`config.mk`:
```
export PLATFORM = sky130hd
export DESIGN_NAME = fractal_render_flat
export DESIGN_NICKNAME = d
export VERILOG_FILES = /design/src/rtl/fractal_pkg.sv /design/src/rtl/fractal_render_if.sv /design/src/rtl/fractal_iter_step.sv /design/src/rtl/fractal_render.sv /design/src/flat_wrapper.sv
export SDC_FILE = /design/constraint.sdc
export NUM_CORES = 2
export LEC_CHECK = 0
export ABC_AREA = 1
export CAP_MARGIN = 40
export CORE_ASPECT_RATIO = 1.75
export CORE_MARGIN = 1.5
export CORE_UTILIZATION = 39
export CTS_CLUSTER_SIZE = 10
export DETAILED_ROUTE_END_ITERATION = 8
export HOLD_SLACK_MARGIN = 0.03
export PLACE_DENSITY = 0.67
export SYNTH_ARGS = -nofsm -noshare
export SYNTH_HDL_FRONTEND = slang
export SYNTH_SLANG_ARGS = --single-unit
```
`constraint.sdc`:
```
create_clock -name Clk_100M -period 9.55 [get_ports Clk_100M]
set_clock_uncertainty 0.2 [all_clocks]
set_input_delay 0.955 -clock Clk_100M [delete_from_list [all_inputs] [get_ports Clk_100M]]
set_output_delay 0.955 -clock Clk_100M [all_outputs]
set_load 0.01 [all_outputs]
```
`src/rtl/fractal_pkg.sv`:
```
// Shared types and fixed-point helpers for the fractal render engine.
package fractal_pkg;

    typedef enum logic [2:0] {
        S_IDLE  = 3'd0,
        S_INIT  = 3'd1,
        S_ITER  = 3'd2,
        S_WRITE = 3'd3,
        S_DONE  = 3'd4
    } state_t;

    // |z|^2 threshold (4.0) expressed at the 2*FRAC scale of a full product
    function automatic logic [63:0] escape_limit(input int unsigned frac);
        return 64'd4 << (2 * frac);
    endfunction

    // Full-precision signed product rescaled back to the operand scale
    function automatic logic signed [63:0] fx_mul_shift(input logic signed [31:0] a,
                                                        input logic signed [31:0] b,
                                                        input int unsigned frac);
        logic signed [63:0] p;
        p = 64'(a) * 64'(b);
        return p >>> frac;
    endfunction

endpackage

```
`src/rtl/fractal_render_if.sv`:
```
// Control/view and framebuffer signals between a frame requester and the render engine.
interface fractal_render_if #(
    parameter int WIDTH  = 16,
    parameter int ITER_W = 7,
    parameter int ADDR_W = 19
);
    logic                     start;
    logic                     julia_mode;
    logic signed [WIDTH-1:0]  startX;
    logic signed [WIDTH-1:0]  startY;
    logic signed [WIDTH-1:0]  stepX;
    logic signed [WIDTH-1:0]  stepY;
    logic signed [WIDTH-1:0]  juliaCr;
    logic signed [WIDTH-1:0]  juliaCi;
    logic [ADDR_W-1:0]        addr_w;
    logic [ITER_W-1:0]        din;
    logic                     wea;
    logic                     busy;
    logic                     frame_done;
    logic                     display;

    modport master (
        output start, julia_mode, startX, startY, stepX, stepY, juliaCr, juliaCi,
        input  addr_w, din, wea, busy, frame_done, display
    );

    modport slave (
        input  start, julia_mode, startX, startY, stepX, stepY, juliaCr, juliaCi,
        output addr_w, din, wea, busy, frame_done, display
    );
endinterface

```
`src/rtl/fractal_iter_step.sv`:
```
// One combinational z <- z^2 + c step with escape test on the incoming z.
module fractal_iter_step
    import fractal_pkg::*;
#(
    parameter int WIDTH = 16,
    parameter int FRAC  = 12
) (
    input  logic signed [WIDTH-1:0] zr,
    input  logic signed [WIDTH-1:0] zi,
    input  logic signed [WIDTH-1:0] cr,
    input  logic signed [WIDTH-1:0] ci,
    output logic signed [WIDTH-1:0] zr_next,
    output logic signed [WIDTH-1:0] zi_next,
    output logic                    escaped
);
    localparam int PW = 2 * WIDTH;
    localparam logic signed [PW:0] ESCAPE_LIMIT = (PW+1)'(escape_limit(FRAC));

    logic signed [PW-1:0] sq_r;
    logic signed [PW-1:0] sq_i;
    logic signed [PW:0]   mag;
    logic signed [PW:0]   diff;

    // Sum and difference carry one guard bit so the compare never wraps
    always_comb begin
        sq_r    = PW'(zr) * PW'(zr);
        sq_i    = PW'(zi) * PW'(zi);
        mag     = (PW+1)'(sq_r) + (PW+1)'(sq_i);
        diff    = (PW+1)'(sq_r) - (PW+1)'(sq_i);
        escaped = mag > ESCAPE_LIMIT;
        zr_next = WIDTH'(diff >>> FRAC) + cr;
        zi_next = WIDTH'(fx_mul_shift(32'(zr) <<< 1, 32'(zi), FRAC)) + ci;
    end

endmodule

```
`src/rtl/fractal_render.sv`:
```
// Frame scanner: iterates every pixel of the view window and writes escape counts.
//   state | meaning
//   IDLE  | wait for start, latch view window
//   INIT  | seed z/c for the pixel and evaluate step 0
//   ITER  | one iteration per cycle until escape or cap
//   WRITE | framebuffer strobe, advance pixel position
//   DONE  | frame_done pulse, raise display
module fractal_render
    import fractal_pkg::*;
#(
    parameter int WIDTH    = 16,
    parameter int FRAC     = 12,
    parameter int H_RES    = 640,
    parameter int V_RES    = 480,
    parameter int ITER_W   = 7,
    parameter int MAX_ITER = 127,
    parameter int ADDR_W   = 19
) (
    input  logic         Clk_100M,
    input  logic         reset,
    fractal_render_if.slave bus
);
    localparam int XW = (H_RES > 1) ? $clog2(H_RES) : 1;
    localparam int YW = (V_RES > 1) ? $clog2(V_RES) : 1;

    state_t state, state_next;

    logic                    julia_q;
    logic signed [WIDTH-1:0] start_x_q, step_x_q, step_y_q, julia_cr_q, julia_ci_q;
    logic signed [WIDTH-1:0] px, py, zr, zi, cr_q, ci_q;
    logic signed [WIDTH-1:0] s_zr, s_zi, s_cr, s_ci, zr_next, zi_next;
    logic [XW-1:0]           x;
    logic [YW-1:0]           y;
    logic [ITER_W-1:0]       k, k_eval;
    logic [ADDR_W-1:0]       addr_cnt;
    logic                    escaped, iter_done, last_x, last_pixel;

    // INIT feeds the seed straight into the step so k=0 costs no extra cycle
    always_comb begin
        s_zr   = zr;
        s_zi   = zi;
        s_cr   = cr_q;
        s_ci   = ci_q;
        k_eval = k;
        if (state == S_INIT) begin
            k_eval = '0;
            if (julia_q) begin
                s_zr = px;
                s_zi = py;
                s_cr = julia_cr_q;
                s_ci = julia_ci_q;
            end else begin
                s_zr = '0;
                s_zi = '0;
                s_cr = px;
                s_ci = py;
            end
        end
    end

    fractal_iter_step #(.WIDTH(WIDTH), .FRAC(FRAC)) u_step (
        .zr      (s_zr),
        .zi      (s_zi),
        .cr      (s_cr),
        .ci      (s_ci),
        .zr_next (zr_next),
        .zi_next (zi_next),
        .escaped (escaped)
    );

    assign iter_done  = escaped || (k_eval == ITER_W'(MAX_ITER));
    assign last_x     = (x == XW'(H_RES - 1));
    assign last_pixel = last_x && (y == YW'(V_RES - 1));

    always_ff @(posedge Clk_100M) begin
        if (reset) state <= S_IDLE;
        else       state <= state_next;
    end

    always_comb begin
        state_next = state;
        case (state)
            S_IDLE:         if (bus.start) state_next = S_INIT;
            S_INIT, S_ITER: state_next = iter_done ? S_WRITE : S_ITER;
            S_WRITE:        state_next = last_pixel ? S_DONE : S_INIT;
            S_DONE:         state_next = S_IDLE;
            default:        state_next = S_IDLE;
        endcase
    end

    always_comb begin
        bus.wea        = (state == S_WRITE);
        bus.frame_done = (state == S_DONE);
    end

    always_ff @(posedge Clk_100M) begin
        if (reset) begin
            julia_q     <= 1'b0;
            start_x_q   <= '0;
            step_x_q    <= '0;
            step_y_q    <= '0;
            julia_cr_q  <= '0;
            julia_ci_q  <= '0;
            px          <= '0;
            py          <= '0;
            zr          <= '0;
            zi          <= '0;
            cr_q        <= '0;
            ci_q        <= '0;
            x           <= '0;
            y           <= '0;
            k           <= '0;
            addr_cnt    <= '0;
            bus.addr_w  <= '0;
            bus.din     <= '0;
            bus.busy    <= 1'b0;
            bus.display <= 1'b0;
        end else begin
            case (state)
                S_IDLE: begin
                    if (bus.start) begin
                        julia_q    <= bus.julia_mode;
                        start_x_q  <= bus.startX;
                        step_x_q   <= bus.stepX;
                        step_y_q   <= bus.stepY;
                        julia_cr_q <= bus.juliaCr;
                        julia_ci_q <= bus.juliaCi;
                        px         <= bus.startX;
                        py         <= bus.startY;
                        x          <= '0;
                        y          <= '0;
                        addr_cnt   <= '0;
                        bus.busy   <= 1'b1;
                    end
                end
                S_INIT, S_ITER: begin
                    cr_q <= s_cr;
                    ci_q <= s_ci;
                    if (iter_done) begin
                        bus.din    <= k_eval;
                        bus.addr_w <= addr_cnt;
                    end else begin
                        zr <= zr_next;
                        zi <= zi_next;
                        k  <= k_eval + ITER_W'(1);
                    end
                end
                S_WRITE: begin
                    addr_cnt <= addr_cnt + ADDR_W'(1);
                    if (last_x) begin
                        x  <= '0;
                        px <= start_x_q;
                        y  <= y + YW'(1);
                        py <= py + step_y_q;
                    end else begin
                        x  <= x + XW'(1);
                        px <= px + step_x_q;
                    end
                end
                S_DONE: begin
                    bus.busy    <= 1'b0;
                    bus.display <= 1'b1;
                end
                default: ;
            endcase
        end
    end

endmodule
```
`src/flat_wrapper.sv`:
```
// flat-port wrapper written by rule: the top's interface ports become plain ports
module fractal_render_flat import fractal_pkg::*;
#(
    parameter int WIDTH    = 16,
    parameter int FRAC     = 12,
    parameter int H_RES    = 640,
    parameter int V_RES    = 480,
    parameter int ITER_W   = 7,
    parameter int MAX_ITER = 127,
    parameter int ADDR_W   = 19
)
  (Clk_100M, reset, bus_start, bus_julia_mode, bus_startX, bus_startY, bus_stepX, bus_stepY, bus_juliaCr, bus_juliaCi, bus_addr_w, bus_din, bus_wea, bus_busy, bus_frame_done, bus_display);
  fractal_render_if #(.WIDTH(WIDTH), .ITER_W(ITER_W), .ADDR_W(ADDR_W)) bus_i ();
  input  logic Clk_100M;
  input  logic reset;
  input wire logic [$bits(bus_i.start)-1:0] bus_start;
  input wire logic [$bits(bus_i.julia_mode)-1:0] bus_julia_mode;
  input wire logic [$bits(bus_i.startX)-1:0] bus_startX;
  input wire logic [$bits(bus_i.startY)-1:0] bus_startY;
  input wire logic [$bits(bus_i.stepX)-1:0] bus_stepX;
  input wire logic [$bits(bus_i.stepY)-1:0] bus_stepY;
  input wire logic [$bits(bus_i.juliaCr)-1:0] bus_juliaCr;
  input wire logic [$bits(bus_i.juliaCi)-1:0] bus_juliaCi;
  output wire logic [$bits(bus_i.addr_w)-1:0] bus_addr_w;
  output wire logic [$bits(bus_i.din)-1:0] bus_din;
  output wire logic [$bits(bus_i.wea)-1:0] bus_wea;
  output wire logic [$bits(bus_i.busy)-1:0] bus_busy;
  output wire logic [$bits(bus_i.frame_done)-1:0] bus_frame_done;
  output wire logic [$bits(bus_i.display)-1:0] bus_display;
  assign bus_i.start = bus_start;
  assign bus_i.julia_mode = bus_julia_mode;
  assign bus_i.startX = bus_startX;
  assign bus_i.startY = bus_startY;
  assign bus_i.stepX = bus_stepX;
  assign bus_i.stepY = bus_stepY;
  assign bus_i.juliaCr = bus_juliaCr;
  assign bus_i.juliaCi = bus_juliaCi;
  assign bus_addr_w = bus_i.addr_w;
  assign bus_din = bus_i.din;
  assign bus_wea = bus_i.wea;
  assign bus_busy = bus_i.busy;
  assign bus_frame_done = bus_i.frame_done;
  assign bus_display = bus_i.display;
  fractal_render #(.WIDTH(WIDTH), .FRAC(FRAC), .H_RES(H_RES), .V_RES(V_RES), .ITER_W(ITER_W), .MAX_ITER(MAX_ITER), .ADDR_W(ADDR_W)) u_core (.Clk_100M(Clk_100M), .reset(reset), .bus(bus_i));
endmodule
```
==> impl_summary.log <==
INFO  metric worstHoldPathCells = 2
INFO  metric detailed_routing_iteration_count_for_the_pre_antenna_repair_pass = 5
INFO  metric detailed_place.area = about 50000 um^2
INFO  metric first_global_vias = roughly 42000
INFO  metric cell_row_count = 160
INFO  metric ys_warn_count = 0
INFO  metric worst_r2r_path_depth = 44
INFO  metric timing.critical_path.to_type = flip-flop
INFO  metric grt_pass1_wl = ~220 mm
INFO  metric max_cap_violation_count = 0
INFO  metric detail_route.vias_per_cell = roughly 5.1
INFO  metric io_buffer_count = 129
INFO  metric antenna_found_initial = 1
INFO  metric clk-insertion-delay-late = approximately 570 ps
INFO  metric crit_path_max_incr_delay = approximately 570 ps
INFO  metric cts_hold_repair.buffers = 0
INFO  metric finish.cell_count_without_fillers = a little under 8000
INFO  metric cts_tree = done
INFO  metric combinational_family_with_the_most_area_after_synthesis = adder cells
INFO  metric mapped_nets = between 6000 and 7000
INFO  metric area_delta_synth_final = 23.7%
INFO  metric routedWlPerCell = 18.7 um
INFO  metric finalNetCount = roughly 7400
INFO  metric synth_compound_area_share = under 10%
INFO  metric synth_enable_flop_cells = 0
INFO  metric slew_viol_final = 0
INFO  metric i_o_pin_cnt = 130
INFO  metric synth-xor-area-share = 3.61%
INFO  metric synth-main-ff-cell = dfxtp_1
INFO  metric min_to = u_core.start_x_q[0]
INFO  metric met3_wirelength = approximately 6.5 mm
INFO  metric worst_pin_slew = a little over 900 ps
INFO  metric number_of_failing_setup_endpoints_in_the_final_timing_report = 0
INFO  metric synth_area_per_cell = 7.54 um^2
INFO  metric detail_route.wirelength.met1 = about 47 mm
INFO  metric synthArstFlopShare = 0%
INFO  metric synth-seq-area-share = a little under an eighth
INFO  metric yosys.cell_types.count = 57
INFO  metric post-route-period-util = between 90% and 100%
INFO  metric post-synth-top-area-cell = fa_1
INFO  metric finalWeightedCongestion = roughly 0.98
INFO  metric flip_flop_and_latch_count_after_synthesis = about 250
INFO  metric global_route.usage.total = 25.9%
INFO  metric finalInstanceArea = 53100 um^2
INFO  metric cts.reportedPaths.clkPinSlew = around 60 ps
INFO  metric tritoncts_num_sinks = approximately 250
INFO  metric final_layout_size_suffix_gt1_share = 17.2%
INFO  metric floorplan.die.height = about 440 um
INFO  metric dieArea = around 110000 um^2
INFO  metric grt_overflow = 0
INFO  metric cts_buffer_depth = 3
INFO  metric startpoint = u_core.state[2]
INFO  metric synth_cells = ~5700
INFO  metric clock_buffers_created_by_tritoncts = 29
INFO  metric cts_root_buf = clkbuf_16
INFO  metric startpoint_type = flip-flop
INFO  metric finalHoldViolations = 0
INFO  metric synthDominantCellAreaShare = 32.6%
INFO  metric worstReg2RegEnd = u_core.zr[12]
INFO  metric route.vias.total = 39600
INFO  metric worstHoldStart = u_core.start_x_q[0]
INFO  metric critical_path_class = reg -> reg
INFO  metric met2_length = approximately 76 mm
INFO  metric route.top_layer_used = met4
INFO  metric post_synth_main_area_contributors = fa_1 (33%), dfxtp_1 (12%), inv_1 (11%), ha_1 (10%), nand2_1 (8.8%)
INFO  metric core = 109000 um^2
INFO  metric arrival = ~9500 ps
INFO  metric hpwl = around 120 mm
INFO  metric ff2ff_setup_slack = roughly 300 ps
INFO  metric setup-tns-final = 0 ps
INFO  metric synthMuxAreaShare = 0%
INFO  metric hold_path_class = reg -> reg
INFO  metric final.setup.worst_slack = 303 ps
INFO  metric run_status = completed
INFO  metric drt_iter0_markers = 2112
INFO  metric pre_cts_slack = -467 ps
INFO  metric maximum_fanout_along_the_worst_path = 10
INFO  metric post-place-cells = approximately 7600
INFO  metric max_freq = between 100 and 150 MHz
INFO  metric timing.rr.start = u_core.state[2]
INFO  metric post_synth_instance_area = between 40000 and 50000 um^2
INFO  metric wl = between 100 and 150 mm
INFO  metric cp_slowest_cell = fa_1
INFO  metric post_route_antenna_net_violation_count = 0
INFO  metric grt_max_degree = 79
INFO  metric chip_width = between 200 and 300 um
INFO  metric max-slew-margin-rel = about 39%
INFO  metric minimum_period_implied_by_the_final_worst_setup_slack = around 9200 ps
INFO  metric yosys.area_share.simple = 18.6%
INFO  metric timing.critical_path.buf_inv = 13
INFO  metric worst_path_dominant_cell_family = adder cells
INFO  metric initial_cell_density_of_the_core = around 39%
INFO  metric htree_levels = 1
INFO  metric timing.critical_path.required = ~10000 ps
INFO  metric cp.depth = 44
INFO  metric synthAdderAreaFrac = between 40% and 50%
INFO  metric post-route-drc-count = 0
-- timing repair --
| action | in CTS | in global routing |
|---|---|---|
| gates resized for setup | 84 | 383 |
| cloned | 3 | 3 |
| buffers inserted | 17 | 49 |
| pin swaps | 15 | 129 |
| endpoints found under the setup margin | 66 | 66 |
-- state kept, by name, indices dropped and copies added, names as in the netlist, 3 cells and up --
| signal | count |
|---|---|
| u_core.addr_cnt | 19 |
| u_core.bus.addr_w | 19 |
| u_core.bus.din | 7 |
| u_core.ci_q | 16 |
| u_core.cr_q | 16 |
| u_core.julia_ci_q | 16 |
| u_core.julia_cr_q | 16 |
| u_core.k | 7 |
| u_core.px | 16 |
| u_core.py | 16 |
| u_core.start_x_q | 16 |
| u_core.state | 3 |
| u_core.step_x_q | 16 |
| u_core.step_y_q | 16 |
| u_core.x | 10 |
| u_core.y | 9 |
| u_core.zi | 16 |
| u_core.zr | 16 |
-- stage by stage --
step | utilization (%) | hold slack (ps)
floorplan | - | 222
finish | 48.8 | 250
global route | 48.8 | 274
detailed placement | 45.5 | 243
CTS | 46.7 | 251
global placement | 45.5 | 234
-- cells in the mapped netlist (all sizes together), types with 15 or more instances --
library cell     n
dfxtp          253
nand3          139
ha             354
clkbuf         145
a21oi          327
nor2           653
nand4           57
xnor2           61
xor2           116
nor3            39
fa             699
o21ai          305
a211oi          19
or2             37
a221oi          15
nand2         1006
inv           1275
buf             53
o21a            15
-- worst max path at each step --
| stage | end | slack (ps) |
|---|---|---|
| 3_3_place_gp | u_core.zr[13] | -440 |
| 4_1_cts | u_core.zr[15] | 4 |
| 5_1_grt | u_core.zr[15] | -130 |
| 6_report | u_core.zr[12] | 300 |
| 3_5_place_dp | u_core.zr[13] | -470 |
| 2_1_floorplan | u_core.zr[15] | 100 |
-- routing by layer --
metal  GRT usage [%]  vias to the layer above
li1                -                    18400
met1            25.6                    19200
met2            48.1                     1371
met3            2.00                      574
met4            22.2                        0
met5               0                        -
-- logic make-up after synthesis --
group           Yosys count
compound gates          763
xor+xnor                177
fa+ha+maj              1053
buf+inv                1486
flops                   253
simple gates           1961
-- area by class of cell --
class	count	area, um^2
Clock inverter	2	35.0
Multi-Input combinational cell	3954	34000
Antenna cell	1	2.50
Tap cell	1458	1820
Fill cell	10600	55800
Inverter	1288	4870
Sequential cell	253	5070
Clock buffer	29	726
Timing Repair Buffer	766	6530
-- worst register-to-register path: cells and delay by family, from the launching register on --
kind            cells  cell delay, ps
fa+ha+maj           9            3990
compound gates     12            1860
buf+inv            13            1430
simple gates        7             710
xor+xnor            3             580
flops               1             360
-- placed cells by master, fill, tap and decap left out, types with 31 or more instances in the layout --
cell type        Yosys  routed
inv_1             1259    1242
nand2_1           1002     975
fa_1               699     677
nor2_1             639     587
buf_4                1     581
ha_1               354     306
a21oi_1            327     275
dfxtp_1            253     250
o21ai_0            275     238
nand3_1            137     128
clkdlybuf4s50_1      0     128
xor2_1             116      94
nand4_1             57      57
xnor2_1             61      54
a21oi_2              0      46
nor2_2              13      44
ha_4                 0      41
or2_2               36      36
clkbuf_16            0      32
buf_6                3      32
inv_2               16      31
Power is left out: the tool's default activity adds up to more than one toggle a clock period on the data nets, which glitch-free logic cannot reach.
